==> src/rtl/mips_pkg.sv <==
// Shared definitions for the 32-bit single-cycle MIPS datapath.
// Widths, special register indices and the ALU control encodings.
package mips_pkg;

  localparam int DATA_WIDTH = 32;
  localparam int ADDR_WIDTH = 5;
  localparam int NUM_REGS   = 2 ** ADDR_WIDTH;

  localparam logic [ADDR_WIDTH-1:0] REG_ZERO = 5'd0;
  localparam logic [ADDR_WIDTH-1:0] REG_RA   = 5'd31;

  typedef logic [DATA_WIDTH-1:0] word_t;
  typedef logic [ADDR_WIDTH-1:0] ridx_t;

  typedef enum logic [2:0] {
    ALU_AND = 3'b000,
    ALU_OR  = 3'b001,
    ALU_XOR = 3'b010,
    ALU_NOR = 3'b011,
    ALU_SLT = 3'b100,
    ALU_ADD = 3'b101,
    ALU_SUB = 3'b110
  } alu_ctr_e;

  // Writeback bundle handed to the register file.
  typedef struct packed {
    logic  we;
    ridx_t idx;
    word_t data;
  } wb_t;

  function automatic word_t alu_eval(
    input alu_ctr_e op,
    input word_t    a,
    input word_t    b
  );
    word_t r;
    r = '0;
    case (op)
      ALU_AND: r = a & b;
      ALU_OR:  r = a | b;
      ALU_XOR: r = a ^ b;
      ALU_NOR: r = ~(a | b);
      ALU_SLT: r = {31'd0, $signed(a) < $signed(b)};
      ALU_ADD: r = a + b;
      ALU_SUB: r = a - b;
      default: r = '0;
    endcase
    return r;
  endfunction

  function automatic logic alu_zero(input word_t r);
    return r == '0;
  endfunction

endpackage

==> src/rtl/regfile_read_port.sv <==
// One combinational read port: index-0 force, write bypass, storage mux.
// Ports: rst_n, idx, regs (flattened storage), we/wr_idx/wr_data, rdata.
module regfile_read_port #(
  parameter int DATA_WIDTH = 32,
  parameter int ADDR_WIDTH = 5,
  parameter int BYPASS_EN  = 1
) (
  input  logic                                   rst_n,
  input  logic [ADDR_WIDTH-1:0]                  idx,
  input  logic [2**ADDR_WIDTH-1:0][DATA_WIDTH-1:0] regs,
  input  logic                                   we,
  input  logic [ADDR_WIDTH-1:0]                  wr_idx,
  input  logic [DATA_WIDTH-1:0]                  wr_data,
  output logic [DATA_WIDTH-1:0]                  rdata
);

  logic is_zero;
  logic hit;

  assign is_zero = (idx == '0);

  // No forwarding while reset is asserted: that write is dropped.
  assign hit = (BYPASS_EN != 0)
             && rst_n
             && we
             && (wr_idx != '0)
             && (wr_idx == idx);

  always_comb begin
    rdata = regs[idx];
    unique case (1'b1)
      is_zero: rdata = '0;
      hit:     rdata = wr_data;
      default: rdata = regs[idx];
    endcase
  end

endmodule

==> src/rtl/register_file_32.sv <==
// 32 x 32 MIPS register file, $zero hardwired, two async read ports.
// Ports: clk, rst_n, read_reg1/2, write_reg, write_data, reg_write, read_data1/2.
module register_file_32 #(
  parameter int DATA_WIDTH = mips_pkg::DATA_WIDTH,
  parameter int ADDR_WIDTH = mips_pkg::ADDR_WIDTH,
  parameter int BYPASS_EN  = 1
) (
  input  logic                  clk,
  input  logic                  rst_n,
  input  logic [ADDR_WIDTH-1:0] read_reg1,
  input  logic [ADDR_WIDTH-1:0] read_reg2,
  input  logic [ADDR_WIDTH-1:0] write_reg,
  input  logic [DATA_WIDTH-1:0] write_data,
  input  logic                  reg_write,
  output logic [DATA_WIDTH-1:0] read_data1,
  output logic [DATA_WIDTH-1:0] read_data2
);

  import mips_pkg::*;

  localparam int NREGS = 2 ** ADDR_WIDTH;

  // Register 0 has no storage.
  logic [DATA_WIDTH-1:0] mem [1:NREGS-1];

  logic [NREGS-1:0][DATA_WIDTH-1:0] stored;

  always_ff @(posedge clk) begin
    if (!rst_n) begin
      for (int i = 1; i < NREGS; i++) begin
        mem[i] <= '0;
      end
    end else if (reg_write && (write_reg != '0)) begin
      mem[write_reg] <= write_data;
    end
  end

  always_comb begin
    stored = '0;
    for (int i = 1; i < NREGS; i++) begin
      stored[i] = mem[i];
    end
  end

  regfile_read_port #(
    .DATA_WIDTH (DATA_WIDTH),
    .ADDR_WIDTH (ADDR_WIDTH),
    .BYPASS_EN  (BYPASS_EN)
  ) u_rp1 (
    .rst_n   (rst_n),
    .idx     (read_reg1),
    .regs    (stored),
    .we      (reg_write),
    .wr_idx  (write_reg),
    .wr_data (write_data),
    .rdata   (read_data1)
  );

  regfile_read_port #(
    .DATA_WIDTH (DATA_WIDTH),
    .ADDR_WIDTH (ADDR_WIDTH),
    .BYPASS_EN  (BYPASS_EN)
  ) u_rp2 (
    .rst_n   (rst_n),
    .idx     (read_reg2),
    .regs    (stored),
    .we      (reg_write),
    .wr_idx  (write_reg),
    .wr_data (write_data),
    .rdata   (read_data2)
  );

endmodule

==> config.mk <==
export PLATFORM = sky130hd
export DESIGN_NAME = register_file_32
export DESIGN_NICKNAME = d
export VERILOG_FILES = /design/src/rtl/mips_pkg.sv /design/src/rtl/regfile_read_port.sv /design/src/rtl/register_file_32.sv
export SDC_FILE = /design/constraint.sdc
export NUM_CORES = 2
export LEC_CHECK = 0
export CORE_MARGIN = 4
export CORE_UTILIZATION = 57
export CTS_BUF_LIST = sky130_fd_sc_hd__clkbuf_8 sky130_fd_sc_hd__clkbuf_16
export DETAILED_ROUTE_END_ITERATION = 8
export GPL_ROUTABILITY_DRIVEN = 0
export PLACE_DENSITY = 0.82
export SETUP_SLACK_MARGIN = 0.4
export SLEW_MARGIN = 20
export SYNTH_ARGS = -nofsm -noshare
export SYNTH_HDL_FRONTEND = slang
export SYNTH_SLANG_ARGS = --single-unit
==> constraint.sdc <==
create_clock -name clk -period 4.7 [get_ports clk]
set_input_delay 0.94 -clock clk [delete_from_list [all_inputs] [get_ports clk]]
set_output_delay 0.94 -clock clk [all_outputs]
set_load 0.01 [all_outputs]
# == After elaboration in Yosys (flattened, before gate mapping) ==
# Memory sizes are Yosys's and may differ from the RTL's.
# Index checks and enable logic that the tools add are counted.
# totals
wordCells,27
out_inout_bits,64
in_bits,50
mem_bits_rw,992
n_memories,1
register_bits,0
# mem_list
memory,depth,word_bits,rd,rd_clocked_by_memory_dff,wr,line,text
mem,31,32,31,0,31,register_file_32.sv:24,logic [DATA_WIDTH-1:0] mem [1:NREGS-1];
# op_classes
mux,13
n_eq_ne,2
n_reduce_logical,9
order_cmp,2
# op_table
operator,count
binary-select mux 32 bit (select 5 bit),2
case mux 32 bit (2 select lines),2
two-way mux 32 bit,3
OR reduction 32 bit,1
less-than comparator 5 x 6 -> 1 bit (second input constant),2
equality test 5 bit,2
logical NOT 5 bit,2
logical AND 1 bit,5
two-way mux 1 bit,5
two-way mux 5 bit,1
nonzero test 5 bit,1

# == Depth between registers and ports, before layout ==
# depth
ltp_word,7
depth_mapped,11
ltp_nobuf,5

# == Hierarchy ==
# From an unflattened synthesis, not the netlist that was laid out.
# unflattened
cells_unflattened,4084
area_unflattened_um2,55429.4
# modules_own_cells
mod,instances,area_per_inst_um2,cells_per_inst,seq_area_each_um2
register_file_32,1,36949.2,2382,29788.6
regfile_read_port,2,9240.1,851,0.0

# == Least setup slack after synthesis ==
# No wires, ideal clock.
# synth_path
path_kind,input -> register
startpoint,in write_reg[0]
endpoint,"mem mem[28][0], enable pin"
path_buffers,2
path_slack_ns,0.025
arrival_ns,4.209
cell_stages,4
required_time_ns,4.234
setup_time_ns,0.466
path_cell_list,clkbuf_1 > or4_1 > clkbuf_1 > o21ai_0
# synth_rtl
item,line,text
from (decl),register_file_32.sv:12,"input logic [ADDR_WIDTH-1:0] write_reg,"
to (decl),register_file_32.sv:24,

# == Worst setup path after layout ==
# layout_path
startpoint,in read_reg2[0]
endpoint,out read_data2[30]
# layout_via
elab_chain_cells,3
word_cells_on_any_way,6
cone_classes,1 x eq/ne; 3 x mux; 2 x reduce/logical
# layout_lines
item,line,text
from (decl),register_file_32.sv:11,"input logic [ADDR_WIDTH-1:0] read_reg2,"
binary-select mux 32 bit (select 5 bit) / equality test 5 bit (equally long branches),-,
two-way mux 32 bit (implied by the code) / logical AND 1 bit (equally long branches),"regfile_read_port.sv:34, regfile_read_port.sv:27",
case mux 32 bit (2 select lines) *,regfile_read_port.sv:31,unique case (1'b1)
to (decl),register_file_32.sv:16,output logic [DATA_WIDTH-1:0] read_data2
# Every way passes the cells marked *; elsewhere a longest branch is shown, timed or not. The select of a mux whose other input is x is not followed.

==> impl_metrics.csv <==
group,metric,value,unit
power,peakVddDrop,0.286,mV
clocking,clock_sinks,992,
sta,hold_viol,0,
finish,register_area,29800,sq um
hold_path,whs_path_depth,2,
synth,ys.flop_type,"edfxtp_1",
synth,ys_warn_count,0,
clocking,clockBufferDepth,3,
power,power.density,344,nW/um^2
drt,avgViaCountPerCell,7.38,
power,fin_total_pwr,21.7,mW
global_route,grt_util_all_layers,37.8,%
sta,rsz0062_at_grt,"true",
worst_setup_path,cp_slowest_cell,"nor4_2",
synth,yosysTopAreaCell,"edfxtp_1",
floorplan,rows,112,
floorplan,ios,114,
synth,synth_edf_count,992,
drt,wl_per_cell,36.0,microns
worst_setup_path,path_buf_inv,5,
synth,ys_seq_elements,992,
synth,avgSynthCellArea,14.4,sq um
sta,layout_min_cycle_time,4.42,ns
global_route,antenna_found_initial,7,
worst_setup_path,endpoint_kind,"primary output",
sta,tightest_slew,0.950,ns
finish,nets,3993,
hold_path,hold_path_class,"in2reg",
worst_setup_path,max_stage_delay,0.79,ns
worst_setup_path,cp_max_fo,10,
clocking,cts-root-buf,"clkbuf_16",
worst_setup_path,path_cells,"buf_16 -> buf_4 -> bufbuf_16 -> nor4_2 -> or2_4 -> o41ai_4 -> buf_4 -> clkdlybuf4s50_1",
synth,async_flop_share,0,%
drt,drtIter0Drc,7719,
drt,remaining_drc_errors,0,
finish,max_flop_register,"mem",
power,p_leak,22.3,nW
synth,synth_nets,3816,
run_status,outcome,"finished clean",
place,post_dp_cell_area,58500,sq um
finish,fin_area,63100,sq um
worst_setup_path,crit_family,"buffers and inverters",
clocking,cts_tree,"yes",
synth,yosysUniqueCellTypes,49,
clocking,cts_buffers,100,
synth,synthTopCellsByArea,"edfxtp_1 (55%), mux4_2 (17%), and2_1 (12%)",
clocking,h-tree-depth,3,
sta,period_share,94.0,%
worst_setup_path,cp-start-kind,"input port",
synth,yosysSeqAreaShare,55.0,%
finish,largest_register_ffs,992,
global_route,grt_pass1_vias,39600,
place,port_buffers,113,
clocking,holdBufCountCts,0,
sta,slew_headroom,36.7,%
finish,drive_gt1_share,29.5,%
floorplan,die_width,316,microns
floorplan,initial_utilization,57.8,%
sta,max_freq,226,MHz
floorplan,core-area,93700,sq um
sta,finalSetupTns,0,ns
sta,setup_viol_count_final,0,
global_route,grt_max_degree,77,
synth,syn_inst,3766,
flow_run,maxCapViolations,0,
global_route,grt_overflow,0,
finish,multi_input_area,23300,sq um
synth,yosys.area.top_type_share,55.0,%
clocking,clkTransAtPathRegs,0.07,ns
sta,finalMaxSlewViolations,0,
finish,top_regs,"mem: 992 flops",
drt,final_antenna_net_count,0,
floorplan,die_y,316,microns
worst_setup_path,cp.depth,8,
drt,drt_wl_total,190,mm
worst_setup_path,worstPathArrival,3.48,ns
drt,num_vias,39000,
global_route,grt_pass1_wl,270,mm
finish,n_fill_cell,5984,
synth,syn_area,54100,sq um
drt,dr.pass1.iters,6,
finish,area_delta_synth_final,16.5,%
worst_setup_path,required,3.76,ns
worst_setup_path,crit_type,"in2out",
worst_setup_path,cpMostUsedCell,"buf_4",
floorplan,dieArea,100000,sq um
place,post-dp-hpwl,112,mm
layout make-up:
type / instances / share of cell area (%)
well taps: 1254 / 2.49
clock buffers: 102 / 4.05
clock inverters: 83 / 1.11
diodes: 1 / 0.00397
flip-flops and latches: 992 / 47.2
multi-input cells: 2353 / 37.0
inverters: 2 / 0.0119
repair buffers: 494 / 8.11
Yosys cell counts, types with 3 or more instances:
master / n
o21ai_0: 46
nand3_1: 44
a211oi_1: 5
mux2i_1: 136
buf_4: 24
clkbuf_1: 291
nand2b_1: 6
a32o_1: 20
a21oi_1: 27
or2_2: 3
xor2_1: 5
buf_2: 67
o2111ai_1: 15
o211ai_1: 6
edfxtp_1: 992
nand3b_1: 4
mux4_2: 413
o22ai_1: 16
o31ai_1: 35
and2_1: 998
mux2_2: 95
nor3_1: 8
nand2_1: 134
or3b_2: 3
o221ai_1: 38
nor2_1: 47
or3_1: 3
o41ai_1: 12
a22oi_1: 60
a221oi_1: 73
buf_1: 20
nor2b_1: 64
o311ai_1: 16
buf_6: 17
xnor2_1: 5
placed cells by master, fill, tap and decap left out, drive strengths merged, types with 27 or more instances in the layout:
cell,instances
a21oi,27
a221oi,73
a22oi,60
and2,999
buf,382
clkbuf,110
clkdlybuf4s50,42
clkinv,52
dlygate4sd2,39
edfxtp,992
mux2,95
mux2i,136
mux4,413
nand2,134
nand3,44
nor2,47
nor2b,64
o21ai,46
o221ai,38
o31ai,35
routing by layer:
layer / part of all wire [%] / GRT usage, %
met5: 0.016 / 0
met4: 8.5 / 25.6
met3: 17 / 13.1
met2: 43 / 55.0
met1: 31 / 48.3
power breakdown:
part	total, mW	internal, mW	switching (mW)
Sequential	10.5	10.2	0.258
Clock	8.06	4.54	3.52
Combinational	3.16	1.38	1.78
what timing repair did:
action                                  in CTS  in global routing
pin swaps                                   16                 12
gates cloned                                 9                  1
setup buffers                               30                 19
resized for setup                          120                 50
endpoints found under the setup margin      64                 41
through the flow:
step / worst slack [ns] / hold slack [ns] / cells / util (%)
2_1_floorplan: 0.0252 / 1.14 / 3766 / -
3_3_place_gp: -0.363 / 1.76 / 5036 / 62.4
4_1_cts: 0.275 / 1.07 / 5260 / 66.9
5_1_grt: 0.301 / 1.13 / 5280 / 67.3
3_5_place_dp: -0.328 / 1.77 / 5036 / 62.4
6_report: 0.282 / 1.10 / 5281 / 67.3
kinds of logic (layout without fill, tap and decap cells):
family	Yosys count	count (layout)	share of synthesized area, %
compound gates	374	374	5.27
xor+xnor	10	10	0.162
buf+inv	421	681	3.48
flops	992	992	55.0
mux	644	644	21.7
other cells	0	1	0
simple gates	1325	1325	14.4
final timing paths:
kind	end	slack, ns	from
max	read_data2[30]	0.28	read_reg2[0]
min	mem[10][23]$_SDFFCE_PN0P_	1.10	write_data[23]
Power figures use the tool's default switching activity.
